File: config.mk
export PLATFORM = sky130hd
export DESIGN_NAME = axi_write_burst_arbiter
export DESIGN_NICKNAME = d
export VERILOG_FILES = /design/src/rtl/axi_wr_arb_pkg.sv /design/src/rtl/axi_write_burst_arbiter_rr_arb2.sv /design/src/rtl/axi_write_burst_arbiter.sv
export SDC_FILE = /design/constraint.sdc
export NUM_CORES = 1
export LEC_CHECK = 0
export BUFFER_PORTS_ARGS = -buffer_cell sky130_fd_sc_hd__buf_2
export CAP_MARGIN = 20
export CORE_AREA = 2 2 108 110
export DETAILED_ROUTE_END_ITERATION = 8
export DIE_AREA = 0 0 110 112
export PLACE_DENSITY = 0.61
export SLEW_MARGIN = 30
export SYNTH_ARGS = -nofsm -noshare
export SYNTH_HDL_FRONTEND = slang
export SYNTH_SLANG_ARGS = --single-unit
File: constraint.sdc
create_clock -name aclk -period 5.3 [get_ports aclk]
set_clock_uncertainty 0.15 [all_clocks]
set_input_delay 0.265 -clock aclk [delete_from_list [all_inputs] [get_ports aclk]]
set_output_delay 0.265 -clock aclk [all_outputs]
set_load 0.03 [all_outputs]
File: src/rtl/axi_wr_arb_pkg.sv
// Shared encodings for the two-master AXI write-burst arbiter.
package axi_wr_arb_pkg;

    typedef enum logic [1:0] {
        ST_IDLE = 2'd0,
        ST_ADDR = 2'd1,
        ST_DATA = 2'd2,
        ST_RESP = 2'd3
    } arb_state_t;

    localparam logic [1:0] BRESP_OKAY     = 2'b00;
    localparam logic [1:0] BRESP_SLVERR   = 2'b10;
    localparam logic [1:0] AXI_BURST_INCR = 2'b01;

endpackage

File: src/rtl/axi_write_burst_arbiter_rr_arb2.sv
// Two-requester round-robin pick; last_grant is the index of the previous owner.
module rr_arb2 (
    input  logic [1:0] req,
    input  logic       last_grant,
    output logic [1:0] gnt
);

    always_comb begin
        gnt = req;
        if (req == 2'b11) begin
            gnt = last_grant ? 2'b01 : 2'b10;
        end
    end

endmodule

File: src/rtl/axi_write_burst_arbiter.sv
// Shares one AXI4 write-burst slave between two masters, one whole transaction at a time,
// round-robin, and flags bursts whose wlast disagrees with the awlen beat count.
module axi_write_burst_arbiter
    import axi_wr_arb_pkg::*;
#(
    parameter int DATA_WIDTH = 32,
    parameter int ADDR_WIDTH = 32,
    parameter int LEN_WIDTH  = 8
) (
    input  logic                    aclk,
    input  logic                    areset,

    input  logic [ADDR_WIDTH-1:0]   s0_awaddr,
    input  logic [LEN_WIDTH-1:0]    s0_awlen,
    input  logic [2:0]              s0_awsize,
    input  logic [1:0]              s0_awburst,
    input  logic                    s0_awvalid,
    output logic                    s0_awready,
    input  logic [DATA_WIDTH-1:0]   s0_wdata,
    input  logic [DATA_WIDTH/8-1:0] s0_wstrb,
    input  logic                    s0_wlast,
    input  logic                    s0_wvalid,
    output logic                    s0_wready,
    output logic [1:0]              s0_bresp,
    output logic                    s0_bvalid,
    input  logic                    s0_bready,

    input  logic [ADDR_WIDTH-1:0]   s1_awaddr,
    input  logic [LEN_WIDTH-1:0]    s1_awlen,
    input  logic [2:0]              s1_awsize,
    input  logic [1:0]              s1_awburst,
    input  logic                    s1_awvalid,
    output logic                    s1_awready,
    input  logic [DATA_WIDTH-1:0]   s1_wdata,
    input  logic [DATA_WIDTH/8-1:0] s1_wstrb,
    input  logic                    s1_wlast,
    input  logic                    s1_wvalid,
    output logic                    s1_wready,
    output logic [1:0]              s1_bresp,
    output logic                    s1_bvalid,
    input  logic                    s1_bready,

    output logic [ADDR_WIDTH-1:0]   m_awaddr,
    output logic [LEN_WIDTH-1:0]    m_awlen,
    output logic [2:0]              m_awsize,
    output logic [1:0]              m_awburst,
    output logic                    m_awvalid,
    input  logic                    m_awready,
    output logic [DATA_WIDTH-1:0]   m_wdata,
    output logic [DATA_WIDTH/8-1:0] m_wstrb,
    output logic                    m_wlast,
    output logic                    m_wvalid,
    input  logic                    m_wready,
    input  logic [1:0]              m_bresp,
    input  logic                    m_bvalid,
    output logic                    m_bready,

    output logic [1:0]              grant,
    output logic                    len_err
);

    arb_state_t           state_q, state_d;
    logic [1:0]           grant_q, grant_d;
    logic                 last_grant_q, last_grant_d;
    logic [LEN_WIDTH-1:0] len_q, len_d;
    logic [LEN_WIDTH-1:0] beat_cnt_q, beat_cnt_d;
    logic                 len_err_q, len_err_d;
    logic [1:0]           arb_gnt;
    logic                 sel;
    logic                 final_beat;

    rr_arb2 u_rr_arb2 (
        .req        ({s1_awvalid, s0_awvalid}),
        .last_grant (last_grant_q),
        .gnt        (arb_gnt)
    );

    assign sel        = grant_q[1];
    assign final_beat = (beat_cnt_q == len_q);

    always_ff @(posedge aclk) begin
        if (areset) begin
            state_q      <= ST_IDLE;
            grant_q      <= 2'b00;
            last_grant_q <= 1'b1;
            len_q        <= '0;
            beat_cnt_q   <= '0;
            len_err_q    <= 1'b0;
        end else begin
            state_q      <= state_d;
            grant_q      <= grant_d;
            last_grant_q <= last_grant_d;
            len_q        <= len_d;
            beat_cnt_q   <= beat_cnt_d;
            len_err_q    <= len_err_d;
        end
    end

    // The burst always ends on the awlen count; a disagreeing wlast is only reported.
    always_comb begin
        state_d      = state_q;
        grant_d      = grant_q;
        last_grant_d = last_grant_q;
        len_d        = len_q;
        beat_cnt_d   = beat_cnt_q;
        len_err_d    = 1'b0;
        case (state_q)
            ST_IDLE: begin
                if (s0_awvalid || s1_awvalid) begin
                    grant_d = arb_gnt;
                    state_d = ST_ADDR;
                end
            end
            ST_ADDR: begin
                if (m_awvalid && m_awready) begin
                    len_d      = m_awlen;
                    beat_cnt_d = '0;
                    state_d    = ST_DATA;
                end
            end
            ST_DATA: begin
                if (m_wvalid && m_wready) begin
                    beat_cnt_d = beat_cnt_q + LEN_WIDTH'(1);
                    len_err_d  = (m_wlast != final_beat);
                    if (final_beat) begin
                        state_d = ST_RESP;
                    end
                end
            end
            ST_RESP: begin
                if (m_bvalid && m_bready) begin
                    last_grant_d = grant_q[1];
                    grant_d      = 2'b00;
                    state_d      = ST_IDLE;
                end
            end
            default: state_d = ST_IDLE;
        endcase
    end

    always_comb begin
        m_awaddr  = sel ? s1_awaddr  : s0_awaddr;
        m_awlen   = sel ? s1_awlen   : s0_awlen;
        m_awsize  = sel ? s1_awsize  : s0_awsize;
        m_awburst = sel ? s1_awburst : s0_awburst;
        m_wdata   = sel ? s1_wdata   : s0_wdata;
        m_wstrb   = sel ? s1_wstrb   : s0_wstrb;
        m_wlast   = sel ? s1_wlast   : s0_wlast;
        m_awvalid = (state_q == ST_ADDR) && (sel ? s1_awvalid : s0_awvalid);
        m_wvalid  = (state_q == ST_DATA) && (sel ? s1_wvalid  : s0_wvalid);
        m_bready  = (state_q == ST_RESP) && (sel ? s1_bready  : s0_bready);

        s0_awready = (state_q == ST_ADDR) && grant_q[0] && m_awready;
        s1_awready = (state_q == ST_ADDR) && grant_q[1] && m_awready;
        s0_wready  = (state_q == ST_DATA) && grant_q[0] && m_wready;
        s1_wready  = (state_q == ST_DATA) && grant_q[1] && m_wready;
        s0_bvalid  = (state_q == ST_RESP) && grant_q[0] && m_bvalid;
        s1_bvalid  = (state_q == ST_RESP) && grant_q[1] && m_bvalid;
        s0_bresp   = ((state_q == ST_RESP) && grant_q[0]) ? m_bresp : BRESP_OKAY;
        s1_bresp   = ((state_q == ST_RESP) && grant_q[1]) ? m_bresp : BRESP_OKAY;

        grant   = grant_q;
        len_err = len_err_q;
    end

endmodule
Word-level counts from Yosys, hierarchy flattened
Cells that the tools add are included.
{"block": "totals", "regBits": 22, "input_bits": 177, "elab_cells": 73}
{"block": "classes", "add_sub_neg": 1, "eq_ne": 11, "n_mux": 25, "n_bitwise": 2, "n_reduce_logical": 28}
{"op": "2-to-1 mux 32 bit", "count": 2}
{"op": "2-to-1 mux 8 bit", "count": 3}
{"op": "2-to-1 mux 2 bit", "count": 11}
{"op": "logical AND 1 bit", "count": 18}
{"op": "case mux 8 bit (2 select lines)", "count": 1}
{"op": "inequality test 2 bit, second input constant", "count": 5}
{"op": "adder 8 x 1 -> 8 bit, second input constant", "count": 1}
{"op": "== test 8 bit", "count": 1}
{"op": "case mux 2 bit (4 select lines)", "count": 1}
{"op": "== test 2 bit, second input constant", "count": 3}
{"op": "AND reduction 3 bit", "count": 2}
{"op": "AND reduction 5 bit", "count": 1}
{"op": "2-to-1 mux 1 bit", "count": 4}
{"op": "2-to-1 mux 4 bit", "count": 1}
{"op": "case mux 2 bit (2 select lines)", "count": 1}
{"op": "AND reduction 2 bit", "count": 2}
{"op": "nonzero test 2 bit", "count": 2}
{"op": "2-to-1 mux 3 bit", "count": 1}
{"op": "OR reduction 3 bit", "count": 1}
{"op": "== test 2 x 1 -> 1 bit, second input constant", "count": 1}
{"op": "zero test 2 bit", "count": 1}
{"op": "inverter 1 bit", "count": 2}
{"op": "logical OR 1 bit", "count": 1}
{"op": "inequality test 1 bit", "count": 1}

Depth between registers and ports, before layout
Gate-level depths: netlist of run 1.
{"block": "logic_depth", "ltp_word": 5, "mapped_depth": 8}

Modules after synthesis
Synthesis of run 1 repeated with hierarchy kept, for this count alone.
{"block": "hier_totals", "hier_cells": 247, "area_unflattened_um2": 2230.9}
{"module": "axi_write_burst_arbiter", "instances": 1, "cells_per_inst": 244, "area_per_inst_um2": 2212.1, "seq_area_each_um2": 440.4}
{"module": "rr_arb2", "instances": 1, "cells_per_inst": 3, "area_per_inst_um2": 18.8, "seq_area_each_um2": 0.0}

Worst setup path before layout of run 1
OpenSTA, ideal clock, no wires.
{"block": "synth_path", "kind": "reg2out", "start": "reg grant_q[1], in the netlist grant[1]", "end": "out m_wstrb[0]", "arrival_time_ns": 1.748, "t_required_ns": 4.885, "slack_ns": 3.137, "stages_incl_launch_ff": 5, "path_cell_list": "dfxtp_1 buf_6 clkbuf_1 clkbuf_1 mux2_2"}
{"block": "synth_via", "elab_chain_len": 1}
{"element": "start: declaration", "line": "axi_write_burst_arbiter.sv:63", "source": "logic [1:0] grant_q, grant_d;"}
{"element": "start signal: assignment", "line": "axi_write_burst_arbiter.sv:91", "source": "grant_q <= grant_d;"}
{"element": "2-to-1 mux 4 bit", "line": "axi_write_burst_arbiter.sv:147", "source": "m_wstrb = sel ? s1_wstrb : s0_wstrb;"}
{"element": "end: declaration", "line": "axi_write_burst_arbiter.sv:50", "source": "output logic [DATA_WIDTH/8-1:0] m_wstrb,"}
Every way passes these cells.

Worst setup path after layout of run 1
{"block": "layout_path", "start": "reg grant_q[1], in the netlist grant[1]", "end": "reg state_q[0]"}
{"block": "layout_via", "elab_chain_len": 5, "word_cells_on_any_way": 13, "classes_between": "3 x eq/ne; 3 x mux; 7 x reduce/logical"}
{"element": "2-to-1 mux 1 bit (on tied branches)", "line": "axi_write_burst_arbiter.sv:151, axi_write_burst_arbiter.sv:149, axi_write_burst_arbiter.sv:150"}
{"element": "logical AND 1 bit (on tied branches)", "line": "axi_write_burst_arbiter.sv:151, axi_write_burst_arbiter.sv:149, axi_write_burst_arbiter.sv:150"}
{"element": "logical AND 1 bit (on tied branches)", "line": "axi_write_burst_arbiter.sv:131, axi_write_burst_arbiter.sv:115, axi_write_burst_arbiter.sv:122"}
{"element": "inequality test 2 bit (no line)"}
{"element": "AND reduction 5 bit (no line) *"}
{"element": "end signal: assignment", "line": "axi_write_burst_arbiter.sv:90", "source": "state_q <= state_d;"}
{"element": "end: declaration", "line": "axi_write_burst_arbiter.sv:62", "source": "arb_state_t state_q, state_d;"}
Mark *: on every way between the ends. The rest lies on a longest branch, timed or not.
A chain may end at the register's enable or synchronous reset.

==> Flow_metrics.wiki, run 1 <==
{| class="wikitable"
! Metric !! Value
|-
| IO Count || 275
|-
| Post-synthesis register bit count || 22
|-
| Total global-route track usage || about 15%
|-
| Total negative setup slack || 0 ns
|-
| Number of buffers between clock root and the deepest sink || 2
|-
| Post-synthesis instance area || around 2300 sq um
|-
| Slew at the pin with the worst max-slew slack || approximately 0.94 ns
|-
| Max-slew violations || 0
|-
| Core area || ~11000 sq um
|-
| Number of antenna violations at the first check in global routing || 3
|-
| Power per Cell Area || around 430 nW/um^2
|-
| Antenna-violating nets left || 0
|-
| CTS Hold Bufs || 0
|-
| Die span in y || between 100 and 150 um
|-
| Run status || finished, final reports clean
|-
| Initial core utilization || 20.6%
|-
| Final count of negative-setup-slack endpoints || 0
|-
| Via count of the first global-routing pass || roughly 2900
|-
| Nets || 700
|-
| Total die area || 12300 sq um
|-
| Gate count after technology mapping || between 200 and 300
|-
| Largest driver fanout on the critical path || 76
|-
| Wire length of the first global-routing pass || 14.5 mm
|-
| DP Wirelength || slightly below 9 mm
|-
| LEAKAGE || a little over 0.002 uW
|-
| Pin count of the biggest net entering global routing || 77
|-
| Width of the die || between 100 and 150 um
|-
| Setup repair after global routing missed its margin || false
|-
| CTS-repair resized insts || 0
|-
| Class of the tightest hold or removal check || in2reg
|-
| Number of buffers added on ports || around 270
|-
| Clock Pin Slew Worst Setup and Hold Paths || 0.06 ns
|-
| Type of the worst setup path || reg2reg
|-
| Clock buffer count from CTS || 3
|-
| Worst slack after detailed placement || ~2.5 ns
|-
| Number of detailed-routing iterations run before antenna repair || 5
|-
| Final RePlAce weighted congestion || ~0.86
|-
| Average wire per standard cell || about 16 um
|-
| Data required, critical path || between 5 and 6 ns
|-
| # DRC || 0
|-
| CTS Root Cell || sky130_fd_sc_hd__clkbuf_16
|-
| Iter 0 DRT Violations || 89
|-
| Period minus WS final || between 2 and 3 ns
|-
| Capturing element type of the critical path || flip-flop
|-
| Final Core Density || a little over a third
|-
| Number of setup buffers added after CTS || 0
|-
| Arrival time of the worst setup path || between 2 and 3 ns
|-
| Library cells used by synthesis || 35
|-
| TritonCTS clock tree || done
|-
| Total clock sinks || 22
|-
| Area delta synth->final || 68.7%
|-
| Post-Route WL || about 10 mm
|-
| Yosys warning total || 0
|-
| Average vias per placed instance || between 4 and 5
|-
| Count of filler cells inserted in the layout || between 1000 and 1500
|-
| Post-synth net total || 435
|-
| Final Hold Vio Count || 0
|-
| Vias after detailed routing || 2947
|-
| Post-Synthesis Mean Instance Area || 9.16 sq um
|-
| Seq/Total Area, Yosys || a little under a fifth
|-
| Number of max-capacitance violations reported || 0
|-
| Share of final-layout standard cells stronger than drive strength 1 || approximately 72%
|-
| Remaining max-slew budget at the tightest pin || 37.1%
|-
| Worst Slack Setup Final || about 2.6 ns
|-
| Startpoint type of the worst setup path || flip-flop
|-
| Clock latency of the later-clocked register in the worst-skew pair || around 0.26 ns
|-
| Worst voltage drop across the vdd grid || roughly 0.26 mV
|-
| Period Utilization, post-route || approximately 51%
|-
| H-tree level count || 1
|-
| Rows || 39
|-
| Sum of overflow across all layers after global routing || 0
|-
| Max Fclk || roughly 0.37 GHz
|}
==> synth_stat cells <==
library cell | number | area share [%]
sky130_fd_sc_hd__nand2b_1 | 3 | 0.81
sky130_fd_sc_hd__o2111ai_1 | 2 | 0.76
sky130_fd_sc_hd__clkbuf_1 | 6 | 0.98
sky130_fd_sc_hd__mux2i_4 | 1 | 0.98
sky130_fd_sc_hd__o211a_1 | 1 | 0.43
sky130_fd_sc_hd__mux2i_1 | 3 | 1.3
sky130_fd_sc_hd__dfxtp_1 | 22 | 19
sky130_fd_sc_hd__inv_1 | 6 | 0.98
sky130_fd_sc_hd__o21ai_0 | 6 | 1.3
sky130_fd_sc_hd__xor2_1 | 9 | 3.4
sky130_fd_sc_hd__nor4_1 | 3 | 0.81
sky130_fd_sc_hd__nand2_1 | 13 | 2.1
sky130_fd_sc_hd__nor2b_1 | 4 | 1.1
sky130_fd_sc_hd__and2_1 | 5 | 1.4
sky130_fd_sc_hd__and3_1 | 10 | 2.7
sky130_fd_sc_hd__or3b_1 | 1 | 0.38
sky130_fd_sc_hd__nor2_4 | 1 | 0.49
sky130_fd_sc_hd__buf_6 | 2 | 0.98
sky130_fd_sc_hd__mux2i_2 | 1 | 0.60
sky130_fd_sc_hd__mux2_2 | 82 | 40
sky130_fd_sc_hd__nor3_1 | 17 | 3.7
sky130_fd_sc_hd__o211ai_4 | 1 | 0.92
sky130_fd_sc_hd__a32o_1 | 2 | 0.87
sky130_fd_sc_hd__buf_2 | 7 | 1.5
sky130_fd_sc_hd__o21a_1 | 1 | 0.33
sky130_fd_sc_hd__or2_2 | 3 | 0.81
sky130_fd_sc_hd__nor2_1 | 12 | 2.0
sky130_fd_sc_hd__or3_1 | 5 | 1.4
sky130_fd_sc_hd__ha_1 | 6 | 3.3
sky130_fd_sc_hd__a21o_1 | 2 | 0.65
sky130_fd_sc_hd__a211oi_1 | 3 | 0.98
sky130_fd_sc_hd__o21ai_1 | 2 | 0.43
sky130_fd_sc_hd__nand3_1 | 2 | 0.43
sky130_fd_sc_hd__a21oi_1 | 7 | 1.5
sky130_fd_sc_hd__o21ai_4 | 1 | 0.71
==> cell families after synthesis <==
group / Yosys count / share of synthesized area [%]
mux: 87 / 42.9
simple gates: 79 / 18.0
compound gates: 28 / 8.89
flops: 22 / 19.1
buf+inv: 21 / 4.45
xor+xnor: 9 / 3.42
fa+ha+maj: 6 / 3.25
==> state kept, by name, indices dropped and copies added, names as in the netlist <==
name	count
beat_cnt_q	8
len_q	8
grant	2
state_q	2
last_grant_q	1
len_err	1
==> final cells by class <==
class	instances	area [sq um]	share of cell area [%]
Tap cell	143	179	4.60
Multi-Input combinational cell	209	1760	45.3
Timing Repair Buffer	275	1380	35.4
Sequential cell	22	444	11.4
Clock buffer	4	100	2.57
Antenna cell	1	2.50	0.0643
Inverter	6	22.5	0.579
==> final timing paths <==
path | startpoint | to | slack [ns] | cells past startpoint
worst max-delay path | grant[1] | state_q[0] | 2.57 | 6
worst min-delay path | m_wready | len_err | 0.13 | 3
worst max register to register | grant[1] | state_q[0] | 2.57 | 6
worst min register to register | last_grant_q | last_grant_q | 0.35 | 2
==> power by group <==
group	switching (uW)	internal, uW	total [uW]
Clock	66.3	131	197
Combinational	754	470	1220
Sequential	45.4	193	238
==> critical path: stages, from the launching register on <==
cell and delay, ns:
sky130_fd_sc_hd__dfxtp_4 0.50, sky130_fd_sc_hd__buf_4 0.73, sky130_fd_sc_hd__mux2i_1 0.23, sky130_fd_sc_hd__o21ai_1 0.29, sky130_fd_sc_hd__o2111ai_1 0.19, sky130_fd_sc_hd__a21o_1 0.21, sky130_fd_sc_hd__a211oi_1 0.28
==> per-layer routing <==
metal	vias up	track usage [%]	wire (um)
met5	-	0	25
met4	4	2.28	62
met3	11	4.33	1070
met2	172	25.7	4610
met1	1319	20.1	4570
li1	1441	-	-
==> metrics by stage <==
step                hold WS, ns  instance area [sq um]  instances  power [uW]
CTS                       0.125                   3890        659        1670
floorplan                 0.249                   2310        252        1150
global placement          0.321                   3790        655        1450
detailed placement        0.331                   3790        655        1470
global route              0.150                   3890        659        1750
finish                    0.127                   3890        660        1660
==> layout by cell type (no fill, tap or decap), types with 4 or more instances in the layout <==
cell                        instances
sky130_fd_sc_hd__buf_2            274
sky130_fd_sc_hd__mux2_2            82
sky130_fd_sc_hd__dfxtp_1           21
sky130_fd_sc_hd__nor3_1            17
sky130_fd_sc_hd__nand2_1           13
sky130_fd_sc_hd__nor2_1            12
sky130_fd_sc_hd__and3_1            10
sky130_fd_sc_hd__xor2_1             9
sky130_fd_sc_hd__a21oi_1            7
sky130_fd_sc_hd__inv_1              6
sky130_fd_sc_hd__o21ai_0            6
sky130_fd_sc_hd__ha_1               6
sky130_fd_sc_hd__and2_1             5
sky130_fd_sc_hd__or3_1              5
sky130_fd_sc_hd__nor2b_1            4
sky130_fd_sc_hd__clkbuf_16          4
(Power assumes the default switching activity.)
==> run 2, diff against run 1 <==
CORE_AREA = 2 2 107 109   (was 2 2 108 110)
DIE_AREA = 0 0 109 111   (was 0 0 110 112)
PLACE_DENSITY = 0.64   (was 0.61)
clock period = 2.29 ns   (was 5.3 ns; I/O delays follow)
==> Flow_metrics.wiki, run 2 (same netlist as run 1, synthesis figures left out) <==
{| class="wikitable"
! Metric !! Value
|-
| Vias after detailed routing || approximately 3100
|-
| Post-Route WL || 12.3 mm
|-
| Internal || roughly 1900 uW
|-
| Total clock sinks || 22
|-
| Largest registers in the final layout || beat_cnt_q (8), len_q (8)
|-
| Nets || between 700 and 800
|-
| Period Utilization, post-route || about nine tenths
|-
| Count of filler cells inserted in the layout || around 1100
|-
| Final count of negative-setup-slack endpoints || 0
|-
| Worst path cell trace || inv_1, ha_1, nand2_1, nor2_4, o211ai_4, or3b_1, a21oi_1
|-
| Class of the tightest hold or removal check || in2reg
|-
| Final Hold Vio Count || 0
|-
| Max Fclk || between 0.4 and 0.5 GHz
|-
| Sequential Power Share || around 14%
|-
| H-tree level count || 1
|-
| Core area || between 10000 and 15000 sq um
|-
| Number of detailed-routing iterations run before antenna repair || 4
|-
| Startpoint type of the worst setup path || flip-flop
|-
| Number of antenna violations at the first check in global routing || 19
|-
| Total negative setup slack || 0 ns
|-
| Worst path top cell family by delay || simple AND/OR/NAND/NOR gates
|-
| Sum of overflow across all layers after global routing || 0
|-
| Slew at the pin with the worst max-slew slack || approximately 0.55 ns
|-
| CTS-repair resized insts || 0
|-
| # DRC || 0
|-
| Total die area || between 10000 and 15000 sq um
|-
| Number of buffers added on ports || about 270
|-
| Launching element of the worst setup path || state_q[1]
|-
| Total global-route track usage || a little under a fifth
|-
| Period minus WS final || between 2 and 2.5 ns
|-
| Iter 0 DRT Violations || approximately 100
|-
| LEAKAGE || ~0.002 uW
|-
| Net Switching || 1990 uW
|-
| Power per Cell Area || ~970 nW/um^2
|-
| Remaining max-slew budget at the tightest pin || 63.4%
|-
| Max incr delay on CP || roughly 0.41 ns
|-
| Number of setup buffers added after CTS || 0
|-
| Data required, critical path || ~2.3 ns
|-
| Capturing element type of the critical path || flip-flop
|-
| Worst Slack Setup Final || between 0.2 and 0.25 ns
|-
| Width of the die || about 110 um
|-
| Clock buffer count from CTS || 3
|-
| DP Wirelength || 11.0 mm
|-
| Pin count of the biggest net entering global routing || 46
|-
| Area of the multi-input gates || between 1500 and 2000 sq um
|-
| Average vias per placed instance || ~4.6
|-
| Startpoint of the lowest-slack register-to-register path || state_q[1]
|-
| TritonCTS clock tree || done
|-
| Wire length of the first global-routing pass || between 15 and 20 mm
|-
| Arrival time of the worst setup path || roughly 2.1 ns
|-
| IO Count || ~280
|-
| Worst voltage drop across the vdd grid || ~0.51 mV
|-
| Clock latency of the later-clocked register in the worst-skew pair || 0.25 ns
|-
| Leading cell type in the layout, fill and taps excluded || sky130_fd_sc_hd__buf_2
|-
| Initial core utilization || about a fifth
|-
| Die span in y || 111 um
|-
| Setup repair after global routing missed its margin || false
|-
| Area delta synth->final || 71.7%
|-
| Number of buffers between clock root and the deepest sink || 2
|-
| Largest driver fanout on the critical path || 12
|-
| Rows || 39
|-
| Share of total power in the clock network || around 12%
|-
| Clock Pin Slew Worst Setup and Hold Paths || roughly 0.060 ns
|-
| Number of max-capacitance violations reported || 0
|-
| Average wire per standard cell || approximately 18 um
|-
| Max-slew violations || 0
|-
| Antenna-violating nets left || 0
|-
| Hold Crit Start || m_bvalid
|-
| Slowest stage cell, crit path || sky130_fd_sc_hd__or3b_1
|-
| Fraction of power spent switching nets || 51.5%
|-
| Share of final-layout standard cells stronger than drive strength 1 || a little under three quarters
|-
| Type of the worst setup path || reg2reg
|-
| Final RePlAce weighted congestion || 0.888
|-
| Most used cells in the layout excluding fill and tap cells || 274 x sky130_fd_sc_hd__buf_2, 82 x sky130_fd_sc_hd__mux2_2, 21 x sky130_fd_sc_hd__dfxtp_1
|-
| Storage element area || 444 sq um
|-
| Crit path buffers/inverters || 1
|-
| Share of power burned in combinational logic || around three quarters
|-
| Worst slack after detailed placement || roughly 0.22 ns
|-
| Run status || finished, final reports clean
|-
| Via count of the first global-routing pass || between 2000 and 3000
|-
| CTS Root Cell || sky130_fd_sc_hd__clkbuf_16
|}
-- run 2: worst register-to-register path, cell delays in order (launching register included) --
cell	delay, ns
sky130_fd_sc_hd__dfxtp_1	0.34
sky130_fd_sc_hd__inv_1	0.12
sky130_fd_sc_hd__ha_1	0.24
sky130_fd_sc_hd__nand2_1	0.13
sky130_fd_sc_hd__nor2_4	0.30
sky130_fd_sc_hd__o211ai_4	0.14
sky130_fd_sc_hd__or3b_1	0.41
sky130_fd_sc_hd__a21oi_1	0.14
-- run 2: layout make-up --
type,instances,share of cell area (%)
diodes,11,0.695
clock buffers,4,2.53
inverters,6,0.569
multi-input cells,209,44.5
flip-flops and latches,22,11.2
well taps,143,4.52
repair buffers,279,35.9
-- run 2: stage by stage --
stage,instance area [sq um],total power [uW],std cells,hold WS [ns],utilization [%]
2_1_floorplan,2310,2660,252,0.0988,-
3_3_place_gp,3820,3390,658,0.244,34.5
3_5_place_dp,3820,3430,658,0.250,34.5
4_1_cts,3930,3890,663,0.0649,35.5
5_1_grt,3940,4070,665,0.101,35.6
6_report,3960,3860,674,0.0733,35.8
-- run 2: path summary, 6_finish.rpt --
kind,to,slack [ns],cells after the start
worst max-delay path,beat_cnt_q[2],0.23,7
worst min-delay path,last_grant_q,0.07,4
worst max register to register,beat_cnt_q[2],0.23,7
worst min register to register,beat_cnt_q[7],0.35,2
-- run 2: layer usage --
metal  part of all wire (%)  vias to the layer above  GRT usage [%]
met5                   0.63                        -              0
met4                    2.0                       12           5.21
met3                     16                       26           13.9
met2                     41                      201           28.0
met1                     40                     1370           22.2
li1                       -                     1466              -
-- run 2: power groups by stage --
stage	clock, uW	combinational [uW]	sequential, uW
floorplan	0	2130	530
finish	447	2870	536
CTS	459	2890	539
global route	470	3050	550
detailed placement	0	2880	546
global placement	0	2850	542
-- run 2: repair_timing --
item | 4_1_cts | 5_1_grt
endpoints found under the hold margin | 1 | 0
hold buffers | 1 | 0
setup endpoints to repair | 0 | 0
